## src/rtl/lfsr_pkg.sv

```systemverilog
`default_nettype none
// +-----------------------------------------------------------------------+
// | lfsr_pkg : mode encodings and default tap/seed constants for lfsr_engine |
// | Rev 1.0                                                                |
// +-----------------------------------------------------------------------+
package lfsr_pkg;

  localparam logic [1:0] MODE_HOLD = 2'd0;
  localparam logic [1:0] MODE_RUN  = 2'd1;
  localparam logic [1:0] MODE_STEP = 2'd2;

  // Masks list the low-order terms of a primitive polynomial (bit i <-> x^i).
  localparam logic [7:0]  TAPS_8  = 8'h1D;
  localparam logic [7:0]  SEED_8  = 8'h01;
  localparam logic [15:0] TAPS_16 = 16'hA011;
  localparam logic [15:0] SEED_16 = 16'h0001;
  localparam logic [31:0] TAPS_32 = 32'h0040_0007;
  localparam logic [31:0] SEED_32 = 32'h0000_0001;

endpackage
`default_nettype wire

```

## src/rtl/tick_divider.sv

```systemverilog
`default_nettype none
// +-----------------------------------------------------------------------+
// | tick_divider : enable-gated prescaler, one tick every CLK_DIV clocks   |
// | Rev 1.0                                                                |
// +-----------------------------------------------------------------------+
module tick_divider #(
  parameter int CLK_DIV = 5000000
) (
  input  logic i_clk,
  input  logic i_rst_n,
  input  logic i_en,
  output logic o_tick
);

  localparam int              c_CW   = (CLK_DIV > 1) ? $clog2(CLK_DIV) : 1;
  localparam logic [c_CW-1:0] c_LAST = c_CW'(CLK_DIV - 1);

  logic [c_CW-1:0] r_cnt;

  // Dropping the enable restarts the count, so re-entry waits a full period.
  always_ff @(posedge i_clk or negedge i_rst_n) begin
    if (!i_rst_n) begin
      r_cnt <= '0;
    end else if (!i_en || (r_cnt == c_LAST)) begin
      r_cnt <= '0;
    end else begin
      r_cnt <= r_cnt + 1'b1;
    end
  end

  assign o_tick = i_en && (r_cnt == c_LAST);

endmodule
`default_nettype wire

```

## src/rtl/lfsr_engine.sv

```systemverilog
`default_nettype none
// +-----------------------------------------------------------------------+
// | lfsr_engine : reversible Fibonacci LFSR with run/step/load control     |
// | Rev 1.0                                                                |
// +-----------------------------------------------------------------------+
module lfsr_engine
  import lfsr_pkg::*;
#(
  parameter int               WIDTH   = 8,
  parameter logic [WIDTH-1:0] TAPS    = 8'h1D,
  parameter logic [WIDTH-1:0] SEED    = 8'h01,
  parameter int               CLK_DIV = 5000000
) (
  input  logic             i_clk,
  input  logic             i_rst_n,
  input  logic [1:0]       i_mode,
  input  logic             i_dir,
  input  logic             i_step,
  input  logic             i_load_valid,
  input  logic [WIDTH-1:0] i_load_data,
  output logic             o_load_ready,
  output logic [WIDTH-1:0] o_num,
  output logic             o_adv,
  output logic             o_wrap,
  output logic             o_lockup,
  output logic [31:0]      o_count
);

  function automatic logic [WIDTH-1:0] step_fwd(input logic [WIDTH-1:0] s);
    return {^(s & TAPS), s[WIDTH-1:1]};
  endfunction

  // TAPS[0]=1 makes the forward map invertible; this recovers the dropped bit.
  function automatic logic [WIDTH-1:0] step_bwd(input logic [WIDTH-1:0] s);
    return {s[WIDTH-2:0], s[WIDTH-1] ^ (^(s[WIDTH-2:0] & TAPS[WIDTH-1:1]))};
  endfunction

  logic [WIDTH-1:0] r_num;
  logic [WIDTH-1:0] r_anchor;
  logic [31:0]      r_count;
  logic             r_adv;
  logic             r_wrap;
  logic             r_lockup;
  logic             r_load_ready;
  logic             r_step_q;

  logic             w_tick;
  logic             w_accept;
  logic             w_advance;
  logic [WIDTH-1:0] w_next;
  logic             w_hit;

  tick_divider #(
    .CLK_DIV (CLK_DIV)
  ) u_tick_divider (
    .i_clk   (i_clk),
    .i_rst_n (i_rst_n),
    .i_en    (i_mode == MODE_RUN),
    .o_tick  (w_tick)
  );

  always_comb begin
    w_accept  = i_load_valid && r_load_ready;
    w_advance = ((i_mode == MODE_RUN) && w_tick) ||
                ((i_mode == MODE_STEP) && i_step && !r_step_q);
    w_next    = i_dir ? step_bwd(r_num) : step_fwd(r_num);
    w_hit     = (w_next == r_anchor);
  end

  always_ff @(posedge i_clk or negedge i_rst_n) begin
    if (!i_rst_n) begin
      r_num        <= SEED;
      r_anchor     <= SEED;
      r_count      <= '0;
      r_adv        <= 1'b0;
      r_wrap       <= 1'b0;
      r_lockup     <= 1'b0;
      r_load_ready <= 1'b1;
      r_step_q     <= 1'b0;
    end else begin
      r_step_q     <= i_step;
      r_load_ready <= !w_accept;
      r_adv        <= 1'b0;
      r_wrap       <= 1'b0;
      r_lockup     <= 1'b0;
      if (w_accept) begin
        // An all-zero load would lock the register up, so it is reseeded.
        if (i_load_data == '0) begin
          r_num    <= SEED;
          r_anchor <= SEED;
          r_lockup <= 1'b1;
        end else begin
          r_num    <= i_load_data;
          r_anchor <= i_load_data;
        end
        r_count <= '0;
      end else if (w_advance) begin
        r_num <= w_next;
        r_adv <= 1'b1;
        if (w_hit) begin
          r_wrap  <= 1'b1;
          r_count <= '0;
        end else if (i_dir) begin
          r_count <= (r_count == '0) ? '0 : r_count - 32'd1;
        end else begin
          r_count <= (r_count == 32'hFFFF_FFFF) ? r_count : r_count + 32'd1;
        end
      end
    end
  end

  assign o_num        = r_num;
  assign o_count      = r_count;
  assign o_adv        = r_adv;
  assign o_wrap       = r_wrap;
  assign o_lockup     = r_lockup;
  assign o_load_ready = r_load_ready;

endmodule
`default_nettype wire

```

## config.mk

```make
export PLATFORM = sky130hd
export DESIGN_NAME = lfsr_engine
export DESIGN_NICKNAME = d
export VERILOG_FILES = /design/src/rtl/lfsr_pkg.sv /design/src/rtl/tick_divider.sv /design/src/rtl/lfsr_engine.sv
export SDC_FILE = /design/constraint.sdc
export NUM_CORES = 1
export LEC_CHECK = 0
export CORE_MARGIN = 4
export CORE_UTILIZATION = 30
export CTS_CLUSTER_SIZE = 12
export DETAILED_ROUTE_END_ITERATION = 16
export PLACE_DENSITY = 0.54
export SKIP_LAST_GASP = 1
export SLEW_MARGIN = 0
export SYNTH_ARGS = -nofsm -noshare
export SYNTH_HDL_FRONTEND = slang
export SYNTH_SLANG_ARGS = --single-unit
```

## constraint.sdc

```tcl
create_clock -name i_clk -period 5.1 [get_ports i_clk]
set_input_delay 1.02 -clock i_clk [delete_from_list [all_inputs] [get_ports i_clk]]
set_output_delay 1.02 -clock i_clk [all_outputs]
set_load 0.02 [all_outputs]
```

==> results.md, run 1 <==
* Number of setup violations in the final report at 0
* Post-cts resize count at 0
* Adder-Cell Fraction of Synth Area at under 10%
* Number of buffers created by CTS at 9
* Number of buffers on the longest clock path at 2
* Run status: complete, no violations
* List of most frequent post-synthesis cells: 80 x sky130_fd_sc_hd__nand2_1, 73 x sky130_fd_sc_hd__dfrtp_1, 65 x sky130_fd_sc_hd__nor2_1, 32 x sky130_fd_sc_hd__nand3_1, 29 x sky130_fd_sc_hd__o21ai_0
* Area of the die at ~18000 um2
* Detail-routed via count per cell at between 5 and 6
* XOR/XNOR share of the synthesized area at slightly above 8%
* Synth cell types at 59
* Leading register cell type out of synthesis: sky130_fd_sc_hd__dfrtp_1
* Cell chosen for the clock root: sky130_fd_sc_hd__clkbuf_16
* Async SR Flop Fraction at between 90% and 100%
* Number of remaining DRC errors at 0
* Row count at between 40 and 50
* Yosys top cell by area: sky130_fd_sc_hd__dfrtp_1
* Synthesized net count at 603
* Critical-path maximum fanout at 31
* Clock edge transition at the registers on the reported setup and hold paths at ~0.06 ns
* Max-slew violations at 0
* Type of element capturing the critical path: flip-flop
* Max Clk Rate at between 200 and 300 MHz
* Placed Cells at roughly 830
* Unrepaired setup endpoints after global routing: false
* Most frequent cell after synthesis: sky130_fd_sc_hd__nand2_1
* LEAKAGE at between 2 and 2.5 nW
* Clock H-tree levels at 3
* Buffers inserted during post-CTS setup optimization at 0
* Largest net degree at the start of global routing at between 70 and 80
* Final number of hold-violating endpoints at 0
* Final critical-path share of the clock period at between 70% and 80%
* Floorplan die width at between 100 and 150 um
* Number of nets in the final layout at ~650
* Number of antenna violations at the first check in global routing at 0
* Global-route wire length before repair at 23600 um
* Die extent in y at approximately 140 um
* Iteration-0 DRC count of the detailed router at 413
* Final worst path period need at about 4 ns
* Antenna diode instance count at 0
* Number of violations of the max-capacitance limit at 0
* Top cells by area in the synthesized netlist: sky130_fd_sc_hd__dfrtp_1 37%, sky130_fd_sc_hd__nand2_1 6.2%, sky130_fd_sc_hd__nor2_1 5.0%, sky130_fd_sc_hd__xnor2_1 4.1%, sky130_fd_sc_hd__xor2_1 4.0%
* Area growth from synthesis to final layout at 21.8%
* Worst Max-Slew Pin Slew at ~1.1 ns
* Post-Synthesis Cells at slightly below 600
* Proportion of synthesized area in mux cells at 2.05%
* Worst setup skew after layout at 0.00949 ns
* Combinational family with the most area after synthesis: simple AND/OR/NAND/NOR gates
* Worst-skew pair later-pin latency at 0.34 ns
* Post-CTS Hold Buffers at 0
* Number of port buffers at 58
* Setup Crit Path Kind: in -> reg
* Area occupied by multi-input gates at 2780 um2
* IR drop worst, VDD at ~160 uV
* Initial Util at 30.7%
* Placeable core area at between 15000 and 20000 um2
* Total length of routed wires at ~14000 um
* Slew margin rel. at 23.4%
* TritonRoute pass-1 iters at 5
* Fill cell total of the finished layout at ~1700
* Area fraction of the dominant cell type after synthesis at between 30% and 40%
* Area after DPL at ~5700 um2
* Ratio of cells with drive above 1 in the final layout at ~7%
* Required time reported for the critical path endpoint at 5.36 ns
* Total vias in the final route at between 4000 and 5000
* HPWL reported at the end of detailed placement at between 10000 and 15000 um
* Hold Crit Class: reg -> reg
* Simple-gate area share of the yosys netlist at 28.1%
* Number of top-level pins at 59
* Type of element launching the critical path: input port
* Overall overflow remaining after global route at 0
* Placer Congestion at 0.864
* Total standard cell area after synthesis at between 4000 and 5000 um2
* Arrival time reported for the critical path endpoint at approximately 4.2 ns
* Register bit total from synthesis at 76
* TritonCTS clock tree: yes
* Vias in the first global route at between 4000 and 5000
* Post-synthesis compound-gate area fraction at 17.6%
* Mapped Avg Cell Area at between 8 and 9 um2
* Setup total negative slack at 0 ns
* Final instance count without filler cells at ~850
* Proportion of synthesized chip area in sequential cells at around two fifths
* Total number of yosys warnings at 0
* Total routing resource utilization after global routing at around 16%
* Sequential cell area at 1910 um2
* Power density over the cells at between 300 and 400 nW/um2
* Number of enable-type register cells in the synthesized netlist at 0
* CTS Sinks at 76
* Final instance area at between 5000 and 6000 um2
* Antenna viol nets, final at 0
* Per-cell routed wire length at 16.6 um
-- final timing paths --
kind	start	end	slack (ns)	depth (start not counted)
min in group asynchronous	i_rst_n	o_count[16]	0.83	1
hold / removal	u_tick_divider.r_cnt[0]	u_tick_divider.r_cnt[0]	0.49	1
setup / recovery	i_dir	o_count[12]	1.21	11
hold reg to reg	u_tick_divider.r_cnt[0]	u_tick_divider.r_cnt[0]	0.49	1
setup reg to reg	o_count[0]	o_count[12]	1.47	10
max in group asynchronous	i_rst_n	o_wrap	3.65	1
-- state kept, by name (all words and copies together) (netlist names) --
register,count
o_load_ready,1
o_num,8
r_step_q,1
o_count,32
u_tick_divider.r_cnt,23
r_anchor,8
o_wrap,1
o_adv,1
o_lockup,1
-- metrics by stage --
step	power (mW)	util, %	worst slack (ns)	hold WS [ns]
floorplan	1.30	-	2.11	0.455
global placement	1.60	35.6	0.830	0.482
detailed placement	1.60	35.6	0.824	0.482
CTS	2.21	37.4	1.17	0.491
global route	2.32	37.4	0.865	0.539
finish	2.18	37.4	1.21	0.487
-- placed cells by master (no fill, tap or decap), types with 8 or more instances in the layout --
cell,n
sky130_fd_sc_hd__a21oi_1,21
sky130_fd_sc_hd__and3_1,11
sky130_fd_sc_hd__buf_4,11
sky130_fd_sc_hd__clkbuf_16,9
sky130_fd_sc_hd__clkdlybuf4s50_1,57
sky130_fd_sc_hd__dfrtp_1,73
sky130_fd_sc_hd__inv_1,12
sky130_fd_sc_hd__mux2i_1,10
sky130_fd_sc_hd__nand2_1,80
sky130_fd_sc_hd__nand3_1,32
sky130_fd_sc_hd__nand4_1,13
sky130_fd_sc_hd__nor2_1,65
sky130_fd_sc_hd__nor3_1,18
sky130_fd_sc_hd__nor4_1,13
sky130_fd_sc_hd__o211ai_1,8
sky130_fd_sc_hd__o21ai_0,29
sky130_fd_sc_hd__xnor2_1,23
sky130_fd_sc_hd__xor2_1,22
-- layer usage --
layer,global-route usage (%),up-vias,wire (um),part of all wire (%)
met1,20.8,2219,6250,45
met3,3.64,18,763,5.4
met4,5.15,0,206,1.5
li1,-,2207,-,-
met5,0,-,0,0
met2,26.0,147,6820,49
-- worst max-delay path, stage by stage --
cell and delay [ns]:
sky130_fd_sc_hd__clkdlybuf4s50_1 0.49, sky130_fd_sc_hd__buf_4 0.34, sky130_fd_sc_hd__nand2b_1 0.10, sky130_fd_sc_hd__mux2i_1 0.17, sky130_fd_sc_hd__xnor2_1 0.18, sky130_fd_sc_hd__xnor2_1 0.17, sky130_fd_sc_hd__nor4_2 0.13, sky130_fd_sc_hd__o31ai_2 0.98
sky130_fd_sc_hd__buf_4 0.33, sky130_fd_sc_hd__a21oi_1 0.06, sky130_fd_sc_hd__o22ai_1 0.18
-- final cells by class --
class                           count  share of cell area (%)
Clock inverter                      7                   0.822
Tap cell                          216                    4.56
Multi-Input combinational cell    458                    46.9
Timing Repair Buffer               68                    11.0
Sequential cell                    76                    32.1
Inverter                           13                   0.822
Clock buffer                        9                    3.80
-- power by group --
part | switching, mW | total (mW) | internal (mW) | leakage [nW]
sequential | 0.175 | 0.860 | 0.685 | 1.00
clock | 0.261 | 0.592 | 0.331 | 0.136
combinational | 0.405 | 0.730 | 0.325 | 1.20
-- cell families after synthesis --
kind of cell,count (synthesis)
simple gates,276
xor+xnor,45
fa+ha+maj,4
mux,10
flops,76
buf+inv,50
compound gates,123
(Power assumes the default switching activity.)
==> run 2: changes to the inputs <==
==> constraint.sdc (replaced) <==
create_clock -name i_clk -period 3.65 [get_ports i_clk]
set_input_delay 0.73 -clock i_clk [delete_from_list [all_inputs] [get_ports i_clk]]
set_output_delay 0.73 -clock i_clk [all_outputs]
set_load 0.02 [all_outputs]
==> run 2 against run 1 <==
Against the previous run: largest cell class unchanged; via count increased by 2.1%; clock power increased by 61%; register-to-register slack got worse by 1.0 ns.
==> results.md, run 2 (synthesis results as in run 1) <==
* Post-CTS Hold Buffers at 0 (unchanged)
* Type of element capturing the critical path: flip-flop
* Ratio of cells with drive above 1 in the final layout at 8.28% (+1.3 points)
* Antenna viol nets, final at 0 (unchanged)
* Worst-skew pair later-pin latency at 0.34 ns (about the same)
* Crit path cell chain: or4_4 -> or4_1 -> nor4_4 -> nor3_2 -> nand3_1 -> nor3_1 -> or3_1 -> a32o_1
* Placeable core area at 15900 um2 (unchanged)
* TritonCTS clock tree: yes
* Type of element launching the critical path: flip-flop
* Setup total negative slack at 0 ns (unchanged)
* Unrepaired setup endpoints after global routing: false
* Number of buffers created by CTS at 9 (unchanged)
* Critical-path maximum fanout at 16 (-48%)
* Final number of hold-violating endpoints at 0 (unchanged)
* Arrival time reported for the critical path endpoint at 3.41 ns (-0.74 ns)
* Final critical-path share of the clock period at roughly 87%
* Number of nets in the final layout at 656 (+1.7%)
* Initial Util at 30.7% (unchanged)
* Worst hold slack at 0.484 ns (-0.00336 ns)
* Detail-routed via count per cell at 5.48 (+1.1%)
* Iteration-0 DRC count of the detailed router at 383 (-7.3%)
* Setup Crit Path Kind: reg -> reg
* Die extent in y at 135 um (unchanged)
* Buffers inserted during post-CTS setup optimization at 0 (unchanged)
* Overall overflow remaining after global route at 0 (unchanged)
* Run status: complete, no violations
* Number of violations of the max-capacitance limit at 0 (unchanged)
* Number of remaining DRC errors at 0 (unchanged)
* Number of antenna violations at the first check in global routing at 0 (unchanged)
* Slowest cell on crit path: sky130_fd_sc_hd__or4_4
* Most common cell after layout, fill and taps aside: sky130_fd_sc_hd__nand2_1
* Max reg flops at 32 (unchanged)
* Max-slew violations at 0 (unchanged)
* Pre-CTS setup slack at 0.148 ns (-0.676 ns)
* Total routing resource utilization after global routing at 16.6% (+0.74 points)
* Required time reported for the critical path endpoint at 3.88 ns (-1.48 ns)
* Number of setup violations in the final report at 0 (unchanged)
* Total length of routed wires at 14800 um (+5.7%)
* Area of the die at 18300 um2 (unchanged)
* Per-cell routed wire length at 17.3 um (+4.6%)
* Number of buffers on the longest clock path at 2 (unchanged)
* Clock H-tree levels at 3 (unchanged)
* Capturing point of the worst reg2reg path: o_count[26]
* Number of cells traversed by the worst register-to-register path at 8 (-2)
* Hold Crit Class: reg -> reg
* Max stage delay on crit path at 0.60 ns (-0.38 ns)
* Global-route wire length before repair at 24400 um (+3.2%)
* Min setup slack post-route at 0.473 ns (-0.734 ns)
* HPWL reported at the end of detailed placement at 10400 um (+3.4%)
* Total vias in the final route at 4689 (+2.1%)
* End point of the worst hold path: u_tick_divider.r_cnt[0]
* Worst hold path startpoint: u_tick_divider.r_cnt[0]
* Largest net degree at the start of global routing at 77 (unchanged)
* Power density over the cells at 528 nW/um2 (+44%)
* Post-cts resize count at 0 (unchanged)
* Worst Max-Slew Pin Slew at 1.11 ns (-0.0290 ns)
* Commonest cells after routing, fill and taps aside: 80 x sky130_fd_sc_hd__nand2_1, 73 x sky130_fd_sc_hd__dfrtp_1, 65 x sky130_fd_sc_hd__nor2_1, 57 x sky130_fd_sc_hd__clkdlybuf4s50_1, 32 x sky130_fd_sc_hd__nand3_1
* Worst R2R Start: o_count[26]
* Reg2Reg Setup Slack at 0.47 ns (-1.00 ns)
* Final worst path period need at between 3 and 4 ns
* Placer Congestion at 0.873 (+1.1%)
* LEAKAGE at 2.43 nW (+3.7%)
* Row count at 46 (unchanged)
* Cell chosen for the clock root: sky130_fd_sc_hd__clkbuf_16
* Antenna diode instance count at 0 (unchanged)
* Floorplan die width at 135 um (unchanged)
* Clock edge transition at the registers on the reported setup and hold paths at 0.06 ns (about the same)
* IR drop worst, VDD at 258 uV (+64%)
* Area growth from synthesis to final layout at 25.1%
* Worst setup skew after layout at 0.00531 ns (-0.00418 ns)
* Vias in the first global route at 4622 (+1.4%)
* TritonRoute pass-1 iters at 6 (+1)
* Cell count of the worst hold path at 1 (unchanged)
* Slew margin rel. at 25.4% (+2.0 points)
* Number of port buffers at 58 (unchanged)
* CTS Sinks at 76 (unchanged)
* Max Clk Rate at around 310 MHz
* Number of top-level pins at 59 (unchanged)
run 2: cell types whose count changed in the layout (fill, tap and decap cells not counted):
cell	change
sky130_fd_sc_hd__buf_4	+7
sky130_fd_sc_hd__buf_12	+4
sky130_fd_sc_hd__clkinv_2	-1
sky130_fd_sc_hd__bufinv_16	+2
sky130_fd_sc_hd__clkinvlp_4	-1
sky130_fd_sc_hd__inv_6	-2
run 2: per-layer routing:
metal / wire [um] / track usage (%) / part of all wire [%]
met5: 0 / 0 / 0
met4: 197 / 5.10 / 1.3
met3: 840 / 4.20 / 5.7
met2: 7230 / 27.6 / 49
met1: 6570 / 21.3 / 44
run 2: critical path, delay by kind of cell, from the launching register on:
kind               cells  cell delay, ns
DFF                    1            0.48
and+or+nand+nor        7            2.34
AOI/OAI and AO/OA      1            0.25
run 2: power by group:
part / internal (mW) / leakage, nW / switching [mW] / total [mW]
Combinational: 0.482 / 1.27 / 0.602 / 1.08
Clock: 0.590 / 0.151 / 0.365 / 0.954
Sequential: 0.957 / 1.00 / 0.222 / 1.18
run 2: worst max path at each step:
stage / from / end / cells after the start
after floorplan: o_count[6] / o_count[26] / 9
after global placement: i_dir / o_count[27] / 9
after detailed placement: i_dir / o_count[27] / 9
after CTS: o_count[26] / o_count[26] / 8
after global routing: i_dir / o_count[3] / 10
final: o_count[26] / o_count[26] / 8
run 2: layout make-up:
type	instances	area (um2)
clock buffers	9	225
clock inverters	5	78.8
fillers	1640	9790
inverters	13	48.8
multi-input cells	458	2780
flip-flops and latches	76	1910
well taps	216	270
repair buffers	79	786
run 2: stage by stage:
step | area [um2] | std cells | power [mW] | util, %
6_report | 6100 | 856 | 3.22 | 38.4
5_1_grt | 6100 | 856 | 3.41 | 38.4
4_1_cts | 6100 | 856 | 3.25 | 38.4
3_5_place_dp | 5790 | 842 | 2.28 | 36.5
3_3_place_gp | 5790 | 842 | 2.27 | 36.5
2_1_floorplan | 4870 | 584 | 1.81 | -
==> run 3: changes to the inputs <==
--- a/config.mk
+++ b/config.mk
@@ -5,13 +5,16 @@
 export SDC_FILE = /design/constraint.sdc
 export NUM_CORES = 1
 export LEC_CHECK = 0
+export CAP_MARGIN = 20
+export CELL_PAD_IN_SITES_DETAIL_PLACEMENT = 1
+export CELL_PAD_IN_SITES_GLOBAL_PLACEMENT = 1
 export CORE_MARGIN = 4
 export CORE_UTILIZATION = 30
 export CTS_CLUSTER_SIZE = 12
 export DETAILED_ROUTE_END_ITERATION = 16
-export PLACE_DENSITY = 0.54
+export PLACE_DENSITY = 0.66
 export SKIP_LAST_GASP = 1
-export SLEW_MARGIN = 0
+export SLEW_MARGIN = 10
 export SYNTH_ARGS = -nofsm -noshare
 export SYNTH_HDL_FRONTEND = slang
 export SYNTH_SLANG_ARGS = --single-unit
==> run 3 against run 2 <==
Against the previous run: worst setup slack worse by 0.16 ns; wire length is 8.9% higher; critical path depth is 2 higher; combinational power hardly changed; highest routed layer unchanged.
==> results.md, run 3 (synthesis results as in run 1) <==
* HPWL reported at the end of detailed placement at 11600 um (+11%)
* Total vias in the final route at 4748 (+1.3%)
* Largest net degree at the start of global routing at 77 (unchanged)
* Slowest cell on crit path: sky130_fd_sc_hd__clkdlybuf4s50_1
* Worst setup skew after layout at 0.0131 ns (+0.00778 ns)
* Row count at 46 (unchanged)
* CTS Sinks at 76 (unchanged)
* Largest delay contributor family on the critical path: buffers and inverters
* Switching Fraction at 39.2% (+2.2 points)
* Total routing resource utilization after global routing at 18.2% (+1.6 points)
* Max stage delay on crit path at 0.74 ns (+0.14 ns)
* Number of remaining DRC errors at 0 (unchanged)
* Unrepaired setup endpoints after global routing: false
* Number of buffers created by CTS at 9 (unchanged)
* Placeable core area at 15900 um2 (unchanged)
* Final number of hold-violating endpoints at 0 (unchanged)
* Per-cell routed wire length at 18.7 um (+7.9%)
* Placer Congestion at 0.860 (-1.5%)
* Clock edge transition at the registers on the reported setup and hold paths at 0.07 ns (about the same)
* Area of the die at 18300 um2 (unchanged)
* Slew margin rel. at 47.3% (+22 points)
* Commonest cells after routing, fill and taps aside: 80 x sky130_fd_sc_hd__nand2_1, 73 x sky130_fd_sc_hd__dfrtp_1, 65 x sky130_fd_sc_hd__nor2_1, 57 x sky130_fd_sc_hd__clkdlybuf4s50_1, 32 x sky130_fd_sc_hd__nand3_1
* Crit path cell chain: clkdlybuf4s50_1 -> nand2b_1 -> mux2i_1 -> xnor2_1 -> xnor2_1 -> nor4_2 -> buf_4 -> a211oi_1 -> nand2_1 -> o311ai_0
* Total length of routed wires at 16200 um (+8.9%)
* Share of power burned in the clock network at 28.3% (-1.4 points)
* TritonCTS clock tree: yes
* Floorplan die width at 135 um (unchanged)
* Overall overflow remaining after global route at 0 (unchanged)
* Required time reported for the critical path endpoint at 3.85 ns (-0.03 ns)
* Worst Max-Slew Pin Slew at 0.791 ns (-0.322 ns)
* Vias in the first global route at 5030 (+8.8%)
* Worst hold slack at 0.358 ns (-0.126 ns)
* Setup total negative slack at 0 ns (unchanged)
* Number of setup violations in the final report at 0 (unchanged)
* Worst-skew pair later-pin latency at 0.35 ns (about the same)
* Buffers plus inverters on the worst setup path at 2 (+2)
* Max-slew violations at 0 (unchanged)
* Type of element capturing the critical path: flip-flop
* Number of buffers on the longest clock path at 2 (unchanged)
* Post-cts resize count at 0 (unchanged)
* Final worst path period need at 3.34 ns (+0.162 ns)
* Iteration-0 DRC count of the detailed router at 218 (-43%)
* Number of port buffers at 58 (unchanged)
* Reg2Reg Setup Slack at 0.38 ns (-0.09 ns)
* Hold Crit Class: in -> async
* LEAKAGE at 2.43 nW (+0.35%)
* Most repeated library cell on the critical path: sky130_fd_sc_hd__xnor2_1
* IR drop worst, VDD at 245 uV (-5.3%)
* Combinational Power Share at 34.3% (+0.6 points)
* Number of nets in the final layout at 662 (+0.91%)
* Ratio of cells with drive above 1 in the final layout at 9.41% (+1.1 points)
* Detail-routed via count per cell at 5.50 (+0.32%)
* Global-route wire length before repair at 26800 um (+9.8%)
* P_sw at 1.24 mW (+4.6%)
* Area growth from synthesis to final layout at 25.3%
* Number of top-level pins at 59 (unchanged)
* Initial Util at 30.7% (unchanged)
* Sequential power share at 37.4% (+0.8 points)
* Number of violations of the max-capacitance limit at 0 (unchanged)
* Number of antenna violations at the first check in global routing at 0 (unchanged)
* Critical-path maximum fanout at 12 (-4)
* Clock H-tree levels at 3 (unchanged)
* Setup Crit Path Kind: in -> reg
* Antenna viol nets, final at 0 (unchanged)
* Max reg flops at 32 (unchanged)
* Die extent in y at 135 um (unchanged)
* Final critical-path share of the clock period at 91.5% (+4.4 points)
* Power density over the cells at 520 nW/um2 (-1.4%)
* Most common cell after layout, fill and taps aside: sky130_fd_sc_hd__nand2_1
* Antenna diode instance count at 0 (unchanged)
* Int Power at 1.93 mW (-4.8%)
* Max Clk Rate at 299 MHz (-4.9%)
* Type of element launching the critical path: input port
* Run status: complete, no violations
* TritonRoute pass-1 iters at 5 (-1)
* Arrival time reported for the critical path endpoint at 3.54 ns (+0.13 ns)
* Cell chosen for the clock root: sky130_fd_sc_hd__clkbuf_16
## run 3: repair_timing
item	CTS	global route
endpoints found under the setup margin	0	1
hold endpoints to repair	0	0
hold buffers	0	0
buffers inserted	0	2
## run 3: layout make-up
cell class,count,area [um2]
clock inverter,6,52.6
tap,216,270
clock buffer,10,239
timing repair buffer,85,806
multi-input combinational,458,2780
inverter,13,48.8
sequential,76,1910
fill,1895,9780
## run 3: path summary, 6_finish.rpt
check,from,cells past startpoint,endpoint
max,i_dir,10,o_count[2]
min,i_rst_n,1,o_count[15]
max reg2reg,u_tick_divider.r_cnt[7],8,o_count[2]
min reg2reg,u_tick_divider.r_cnt[0],1,u_tick_divider.r_cnt[0]
max in group asynchronous,i_rst_n,2,o_load_ready
min in group i_clk,u_tick_divider.r_cnt[0],1,u_tick_divider.r_cnt[0]
## run 3: worst register-to-register path, cell delays in order, from the launching register on
cell and delay [ns]:
sky130_fd_sc_hd__dfrtp_1 0.42, sky130_fd_sc_hd__or4b_2 0.69, sky130_fd_sc_hd__nor4_1 0.43, sky130_fd_sc_hd__and4_1 0.29
sky130_fd_sc_hd__nor3_1 0.07, sky130_fd_sc_hd__inv_1 0.24, sky130_fd_sc_hd__o31a_1 0.30, sky130_fd_sc_hd__nand2_1 0.23
sky130_fd_sc_hd__o311ai_0 0.46
## run 3: through the flow
step                instances  cell area (um2)  total power, mW  worst slack, ns  util, %
floorplan                 584             4870             1.81            0.768        -
global placement          845             5780             2.26            0.157     36.4
detailed placement        845             5780             2.29           -0.108     36.4
CTS                       861             6070             3.20            0.186     38.2
global route              864             6100             3.36            0.116     38.4
finish                    864             6100             3.17            0.311     38.4
## run 3: layer usage
layer	track usage, %	vias to the layer above	wire length (um)
li1	-	2248	-
met1	23.6	2377	7350
met2	30.6	98	7880
met3	3.60	25	632
met4	5.88	0	295
met5	0	-	0
## run 3: power by group through the flow
stage / clock network (mW) / logic, mW / registers [mW]
after floorplan: 0 / 0.610 / 1.20
after global placement: 0 / 1.07 / 1.19
after detailed placement: 0 / 1.09 / 1.20
after CTS: 0.924 / 1.10 / 1.19
after global routing: 0.956 / 1.19 / 1.22
final: 0.899 / 1.09 / 1.19
